### config.mk
export PLATFORM = sky130hd
export DESIGN_NAME = updi_frame_tx_flat
export DESIGN_NICKNAME = d
export VERILOG_FILES = /design/src/rtl/updi_pkg.sv /design/src/rtl/updi_frame_tx_if.sv /design/src/rtl/updi_baud_gen.sv /design/src/rtl/updi_frame_tx.sv /design/src/flat_wrapper.sv
export SDC_FILE = /design/constraint.sdc
export NUM_CORES = 1
export LEC_CHECK = 0
export ABC_AREA = 1
export BUFFER_PORTS_ARGS = -buffer_cell sky130_fd_sc_hd__buf_2
export CELL_PAD_IN_SITES_DETAIL_PLACEMENT = 1
export CELL_PAD_IN_SITES_GLOBAL_PLACEMENT = 1
export CORE_ASPECT_RATIO = 0.6
export CORE_UTILIZATION = 30
export CTS_CLUSTER_SIZE = 14
export DETAILED_ROUTE_END_ITERATION = 6
export MAX_ROUTING_LAYER = met4
export PLACE_DENSITY = 0.63
export SYNTH_ARGS = -nofsm -noshare
export SYNTH_HDL_FRONTEND = slang
export SYNTH_SLANG_ARGS = --single-unit
### constraint.sdc
create_clock -name clk -period 1.7 [get_ports clk]
set_input_delay 0.255 -clock clk [delete_from_list [all_inputs] [get_ports clk]]
set_output_delay 0.255 -clock clk [all_outputs]
set_load 0.01 [all_outputs]
### src/rtl/updi_pkg.sv
// Shared UPDI definitions: instruction opcodes, protocol constants and the frame TX state type.
// The BREAK state exists only when UPDI_BREAK_EN is defined.
package updi_pkg;

  typedef enum logic [2:0] {
    UPDI_LDS    = 3'h0,
    UPDI_LD     = 3'h1,
    UPDI_STS    = 3'h2,
    UPDI_ST     = 3'h3,
    UPDI_LDCS   = 3'h4,
    UPDI_REPEAT = 3'h5,
    UPDI_STCS   = 3'h6,
    UPDI_KEY    = 3'h7
  } updi_instruction;

  localparam logic [7:0] UPDI_SYNCH      = 8'h55;
  localparam int         UPDI_BREAK_BITS = 24;

  typedef enum logic [2:0] {
    ST_IDLE,
`ifdef UPDI_BREAK_EN
    ST_BREAK,
`endif
    ST_START,
    ST_DATA,
    ST_PARITY,
    ST_STOP
  } updi_tx_state_t;

  // Even parity bit: makes the count of ones over data+parity even.
  function automatic logic even_parity(input logic [7:0] b);
    return ^b;
  endfunction

endpackage

### src/rtl/updi_frame_tx_if.sv
// Byte request handshake between the opcode converter (master) and the frame transmitter (slave).
interface updi_frame_tx_if;
  logic [7:0] in_data;
  logic       in_sync;
  logic       in_valid;
  logic       in_ready;

  modport master (output in_data, output in_sync, output in_valid, input in_ready);
  modport slave  (input in_data, input in_sync, input in_valid, output in_ready);
endinterface

### src/rtl/updi_baud_gen.sv
// Bit-time generator: counts CLKS_PER_BIT clocks and pulses bit_tick on the last clock of each bit.
// restart holds the counter at zero so the first bit after leaving idle is full length.
module updi_baud_gen #(
  parameter int CLKS_PER_BIT = 16
) (
  input  logic clk,
  input  logic rst,
  input  logic restart,
  output logic bit_tick
);

  localparam int              CW   = $clog2(CLKS_PER_BIT);
  localparam logic [CW-1:0]   LAST = CW'(CLKS_PER_BIT - 1);

  logic [CW-1:0] cnt;

  always_ff @(posedge clk) begin
    if (rst || restart) begin
      cnt <= '0;
    end else if (cnt == LAST) begin
      cnt <= '0;
    end else begin
      cnt <= cnt + CW'(1);
    end
  end

  assign bit_tick = !restart && (cnt == LAST);

endmodule

### src/rtl/updi_frame_tx.sv
// UPDI frame serialiser: start, 8 data LSB-first, even parity, STOP_BITS stops, optional SYNCH prefix.
// Define UPDI_BREAK_EN to add the BREAK generator driven by send_break.
module updi_frame_tx
  import updi_pkg::*;
#(
  parameter int CLKS_PER_BIT = 16,
  parameter int STOP_BITS    = 2
) (
  input  logic          clk,
  input  logic          rst,
  updi_frame_tx_if.slave bus,
  input  logic          send_break,
  output logic          updi_tx,
  output logic          tx_oe,
  output logic          busy,
  output logic          done
);

  if (CLKS_PER_BIT < 2) begin : g_bad_cpb
    $error("updi_frame_tx: CLKS_PER_BIT must be >= 2");
  end
  if (STOP_BITS != 1 && STOP_BITS != 2) begin : g_bad_stop
    $error("updi_frame_tx: STOP_BITS must be 1 or 2");
  end

  localparam logic LAST_STOP = (STOP_BITS == 2);

  updi_tx_state_t state, state_d;
  logic [2:0]     bit_cnt, bit_cnt_d;
  logic           stop_cnt, stop_cnt_d;
  logic           sync_pend, sync_pend_d;
  logic           done_d, tx_d, oe_d;
  logic [7:0]     shreg, shreg_d;
  logic [7:0]     data_q, data_d;
  logic           par, par_d;
  logic           bit_tick, accept;
  logic [7:0]     load_byte;

`ifdef UPDI_BREAK_EN
  logic [4:0]     brk_cnt, brk_cnt_d;
  assign bus.in_ready = (state == ST_IDLE) && !rst && !send_break;
`else
  logic unused_send_break;
  assign unused_send_break = send_break;
  assign bus.in_ready      = (state == ST_IDLE) && !rst;
`endif

  assign accept    = bus.in_valid && bus.in_ready;
  assign busy      = (state != ST_IDLE);
  assign load_byte = bus.in_sync ? UPDI_SYNCH : bus.in_data;

  updi_baud_gen #(.CLKS_PER_BIT(CLKS_PER_BIT)) u_baud (
    .clk      (clk),
    .rst      (rst),
    .restart  (state == ST_IDLE),
    .bit_tick (bit_tick)
  );

  always_comb begin
    state_d     = state;
    bit_cnt_d   = bit_cnt;
    stop_cnt_d  = stop_cnt;
    sync_pend_d = sync_pend;
    shreg_d     = shreg;
    data_d      = data_q;
    par_d       = par;
    done_d      = 1'b0;
`ifdef UPDI_BREAK_EN
    brk_cnt_d   = brk_cnt;
`endif
    case (state)
      ST_IDLE: begin
`ifdef UPDI_BREAK_EN
        if (send_break) begin
          state_d   = ST_BREAK;
          brk_cnt_d = '0;
        end
`endif
        if (accept) begin
          state_d     = ST_START;
          sync_pend_d = bus.in_sync;
          data_d      = bus.in_data;
          shreg_d     = load_byte;
          par_d       = even_parity(load_byte);
          bit_cnt_d   = '0;
        end
      end
`ifdef UPDI_BREAK_EN
      // Break bits 0..23 hold the line low; count 24 is the high delimiter bit.
      ST_BREAK: begin
        if (bit_tick) begin
          if (brk_cnt == 5'(UPDI_BREAK_BITS)) begin
            state_d = ST_IDLE;
            done_d  = 1'b1;
          end else begin
            brk_cnt_d = brk_cnt + 5'd1;
          end
        end
      end
`endif
      ST_START: begin
        if (bit_tick) state_d = ST_DATA;
      end
      ST_DATA: begin
        if (bit_tick) begin
          shreg_d = shreg >> 1;
          if (bit_cnt == 3'd7) state_d = ST_PARITY;
          else                 bit_cnt_d = bit_cnt + 3'd1;
        end
      end
      ST_PARITY: begin
        if (bit_tick) begin
          state_d    = ST_STOP;
          stop_cnt_d = 1'b0;
        end
      end
      ST_STOP: begin
        if (bit_tick) begin
          if (stop_cnt == LAST_STOP) begin
            // A pending SYNCH prefix chains straight into the payload frame with no idle gap.
            if (sync_pend) begin
              state_d     = ST_START;
              sync_pend_d = 1'b0;
              shreg_d     = data_q;
              par_d       = even_parity(data_q);
              bit_cnt_d   = '0;
            end else begin
              state_d = ST_IDLE;
              done_d  = 1'b1;
            end
          end else begin
            stop_cnt_d = 1'b1;
          end
        end
      end
      default: state_d = ST_IDLE;
    endcase

    tx_d = 1'b1;
    oe_d = 1'b1;
    case (state_d)
      ST_IDLE:   oe_d = 1'b0;
`ifdef UPDI_BREAK_EN
      ST_BREAK:  tx_d = (brk_cnt_d == 5'(UPDI_BREAK_BITS));
`endif
      ST_START:  tx_d = 1'b0;
      ST_DATA:   tx_d = shreg_d[0];
      ST_PARITY: tx_d = par_d;
      default:   tx_d = 1'b1;
    endcase
  end

  always_ff @(posedge clk) begin
    if (rst) begin
      state     <= ST_IDLE;
      bit_cnt   <= '0;
      stop_cnt  <= 1'b0;
      sync_pend <= 1'b0;
      done      <= 1'b0;
      updi_tx   <= 1'b1;
      tx_oe     <= 1'b0;
`ifdef UPDI_BREAK_EN
      brk_cnt   <= '0;
`endif
    end else begin
      state     <= state_d;
      bit_cnt   <= bit_cnt_d;
      stop_cnt  <= stop_cnt_d;
      sync_pend <= sync_pend_d;
      done      <= done_d;
      updi_tx   <= tx_d;
      tx_oe     <= oe_d;
`ifdef UPDI_BREAK_EN
      brk_cnt   <= brk_cnt_d;
`endif
    end
  end

  always_ff @(posedge clk) begin
    shreg  <= shreg_d;
    data_q <= data_d;
    par    <= par_d;
  end

endmodule

### src/flat_wrapper.sv
// flat-port wrapper written by rule: the top's interface ports become plain ports
module updi_frame_tx_flat import updi_pkg::*;
#(
  parameter int CLKS_PER_BIT = 16,
  parameter int STOP_BITS    = 2
)
  (clk, rst, send_break, updi_tx, tx_oe, busy, done, bus_in_data, bus_in_sync, bus_in_valid, bus_in_ready);
  updi_frame_tx_if bus_i ();
  input  logic clk;
  input  logic rst;
  input  logic send_break;
  output logic updi_tx;
  output logic tx_oe;
  output logic busy;
  output logic done;
  input wire logic [$bits(bus_i.in_data)-1:0] bus_in_data;
  input wire logic [$bits(bus_i.in_sync)-1:0] bus_in_sync;
  input wire logic [$bits(bus_i.in_valid)-1:0] bus_in_valid;
  output wire logic [$bits(bus_i.in_ready)-1:0] bus_in_ready;
  assign bus_i.in_data = bus_in_data;
  assign bus_i.in_sync = bus_in_sync;
  assign bus_i.in_valid = bus_in_valid;
  assign bus_in_ready = bus_i.in_ready;
  updi_frame_tx #(.CLKS_PER_BIT(CLKS_PER_BIT), .STOP_BITS(STOP_BITS)) u_core (.clk(clk), .rst(rst), .bus(bus_i), .send_break(send_break), .updi_tx(updi_tx), .tx_oe(tx_oe), .busy(busy), .done(done));
endmodule
==> summary.txt <==
Worst setup path
  – CP max FO: 4
  – Delay-heaviest family, CP: simple AND/OR/NAND/NOR gates
  – CP Launch Point: u_core.u_baud.cnt[0]
  – Critical Path AT: around 1800 ps
  – Max incr delay on CP: 360 ps
  – R2R setup slack: between 70 and 80 ps
  – CP Class: flip-flop to flip-flop
  – Critical Path, Cell by Cell: ha_4 > nand3_2 > buf_4 > nor2_4 > nand2_2 > a21oi_2 > nor2_2 > nor2_2 > nor2_1 > nor2_1 > nand2_1
  – Crit. path cell count: 11
  – Slowest CP cell: dfxtp_2
  – Crit. End Element: flip-flop
  – Critical path launch point type: flip-flop
  – Reg2reg path depth: 11
  – Worst Path Buf+Inv: 1
  – Required time worst endpoint: 1890 ps
  – Worst reg2reg path startpoint: u_core.u_baud.cnt[0]
  – Worst R2R End: u_core.updi_tx

Min path
  – Hold path startpoint: bus_in_data[0]
  – Hold Path Cell Cnt: 1
  – HP Class: input pin to flip-flop
  – Worst Hold End: u_core.data_q[0]

CTS
  – # hold bufs at CTS: 0
  – CTS sink count: 32
  – CTS tree: built
  – TritonCTS Buffers: 5
  – Max clock buf depth: 2
  – Root Driver: clkbuf_8
  – Clock Latency Late Sink: 290 ps
  – Clk pin slew, worst setup/hold paths: 80 ps
  – H-Tree Level Count: 2

Global route
  – GRT Total Usage: 17.80%
  – Vias in the first global route: 1676
  – Largest net degree at the start of global routing: 13
  – Initial antenna violation count: 0
  – First-pass GRT wire length: a little under 9000 µm
  – GR Overflow Total: 0

Synth
  – Distinct cell type count after synthesis: 32
  – Post-synth EDFFs: 15
  – Post-synth design cell area: between 1500 and 2000 µm²
  – Sequential fraction of the synthesis area: a little over two fifths
  – Mean post-synth cell area: around 7.4 µm²
  – Synth async-reset ratio: 0%
  – Synth warnings: 0
  – Cells after synthesis: 256
  – Synth Register Bits: 32
  – Top_reg_cell synth: dfxtp_1
  – Synthesized net count: 272

Detailed routing
  – Routed vias: 1799
  – Initial DRC Count: 84
  – Drt total wl: 5484 µm
  – Post-route DRC: 0
  – WL/cell: 14.32 µm
  – Routed vias/inst: 4.697
  – Antenna Nets Post-Route: 0
  – Pre-antenna DRT Iters: 4

Die
  – Die Ht: 63.45 µm
  – Die area: 6625 µm²
  – Initial core utilization: 32.51%
  – I/O pin cnt: 18
  – Core ar.: 5807 µm²
  – Row Count: 21
  – Die width: around 100 µm

Timing
  – Period utilization: a little over nine tenths
  – Final setup fails: 0
  – Worst Skew: 7.524 ps
  – Final hold violation count: 0
  – Final critical-path setup slack: about 75 ps
  – Max Slew Vio Count: 0
  – Rel. slew slack: 73.21%
  – F_max: around 620 MHz
  – Min Tclk post-route: 1625 ps
  – Pin slew with the least headroom to its limit: 400.0 ps

Placed design
  – GP Congestion: 0.7684
  – DP Wirelength: 4391 µm
  – Placed Cells: 372
  – Dpl ws: -90.53 ps
  – PortBufs: 16

Finish
  – Layout area overhead: 27.44%
  – Finished Layout Cells: 383
  – Nets: 318
  – Register Area: 799.5 µm²
  – Share of layout cells above drive strength 1: between 20% and 30%
  – Ant diodes: 0
  – # fillers: 717
  – Multi-input combinational cell area: 949.7 µm²

Run
  – Max capacitance violation total: 0

Pwr
  – NetSw: 0.0005374 W
  – LEAKAGE: around 1.1 nW
  – Reg power frac: 47.1%
  – Clk pwr share: 35.9%
  – Logic pwr share: 17.0%
  – Total Power: 0.001903 W
  – VDD IR max: 0.0002822 V
  – Pwr/cell area: 790.8 nW/µm²
  – Pint: 0.001365 W
  – Net Sw Frac: between 20% and 30%

Outcome
  – Status: complete, no violations
==> registers in the layout (all words and copies together), names as in the netlist <==
signal	cells
u_core.data_q	8
u_core.sync_pend	1
u_core.bit_cnt	3
u_core.par	1
u_core.updi_tx	1
u_core.done	1
u_core.shreg	8
u_core.state	3
u_core.u_baud.cnt	4
u_core.tx_oe	1
u_core.stop_cnt	1
==> what timing repair did <==
item,in CTS,in global routing
endpoints found under the setup margin,0,14
resized for setup,0,11
setup buffers,0,3
==> worst reg2reg max path: stages (launching register included) <==
cell,delay (ps)
dfxtp_2,360
ha_4,140
nand3_2,110
buf_4,180
nor2_4,120
nand2_2,90
a21oi_2,140
nor2_2,50
nor2_2,140
nor2_1,60
nor2_1,80
nand2_1,60
==> cells by family after synthesis <==
group                    count (synthesis)  share of synthesized area [%]
AO/OA/AOI/OAI                           36                          11.99
adder cells (fa/ha/maj)                  3                          1.988
XOR/XNOR                                 2                         0.9279
AND/OR/NAND/NOR                        140                          34.06
buffers and inverters                   43                          9.145
flip-flops                              32                          41.88
==> layout make-up <==
class                           instances  area share, %
Timing Repair Buffer                   42          12.48
Clock buffer                            6          3.900
Inverter                               40          6.240
Multi-Input combinational cell        181          39.47
Tap cell                               80          4.160
Clock inverter                          2         0.5200
Sequential cell                        32          33.23
==> stage by stage <==
step | cell area, µm² | utilization, % | TNS (ps) | hold slack [ps]
3_5_place_dp | 2246 | 38.68 | -110.8 | 468.9
2_1_floorplan | 1891 | - | 0 | 353.9
4_1_cts | 2352 | 40.51 | 0 | 172.4
3_3_place_gp | 2246 | 38.68 | -170.3 | 467.1
6_report | 2406 | 41.44 | 0 | 176.8
5_1_grt | 2406 | 41.44 | -14.64 | 175.7
==> placed cells by master (no fill, tap or decap), types with 2 or more instances in the layout <==
cell type / n
inv_1: 34
o21ai_0: 7
nor2_4: 4
nand2_1: 78
o221ai_1: 6
ha_1: 2
nor2_2: 5
a31oi_1: 4
edfxtp_1: 15
inv_2: 6
nand2_2: 8
clkbuf_8: 5
buf_12: 2
a21oi_1: 13
nor2_1: 22
buf_4: 24
dfxtp_2: 4
buf_2: 16
dfxtp_1: 12
nand4_1: 2
nor3_1: 3
nand3_1: 12
nand2_4: 3
==> worst max path at each step <==
stage                      endpoint
finish               u_core.updi_tx
global route         u_core.updi_tx
CTS                  u_core.updi_tx
detailed placement   u_core.updi_tx
global placement     u_core.updi_tx
floorplan           u_core.shreg[1]
==> cells in the mapped netlist, types with 2 or more instances <==
master	n	area [µm²]
nand2_4	2	22.52
nor3_1	3	15.01
dfxtp_1	17	340.3
nor2_1	23	86.33
inv_2	5	18.77
nand2_2	9	56.30
a21oi_1	13	65.06
nand3_1	12	60.06
nand2_1	78	292.8
inv_1	35	131.4
ha_1	3	37.54
nand4_1	2	12.51
a31oi_1	4	25.02
nor2_2	5	31.28
nor2_4	3	33.78
o221ai_1	6	52.55
o21ai_0	7	35.03
edfxtp_1	15	450.4
==> power by group through the flow <==
stage / clock network (W) / logic, W / registers, W
detailed placement: 0 / 0.000317 / 0.000912
finish: 0.000682 / 0.000324 / 0.000897
CTS: 0.000697 / 0.000319 / 0.000895
floorplan: 0 / 0.000188 / 0.000906
global placement: 0 / 0.000308 / 0.000909
global route: 0.000740 / 0.000359 / 0.000901
==> layer usage <==
metal	share of wire (%)	GRT usage, %
met5	0	-
met2	37	22.35
met4	0.27	2.679
met1	59	27.75
met3	4.3	4.658
Note: power is estimated with default switching activity, not from simulation.
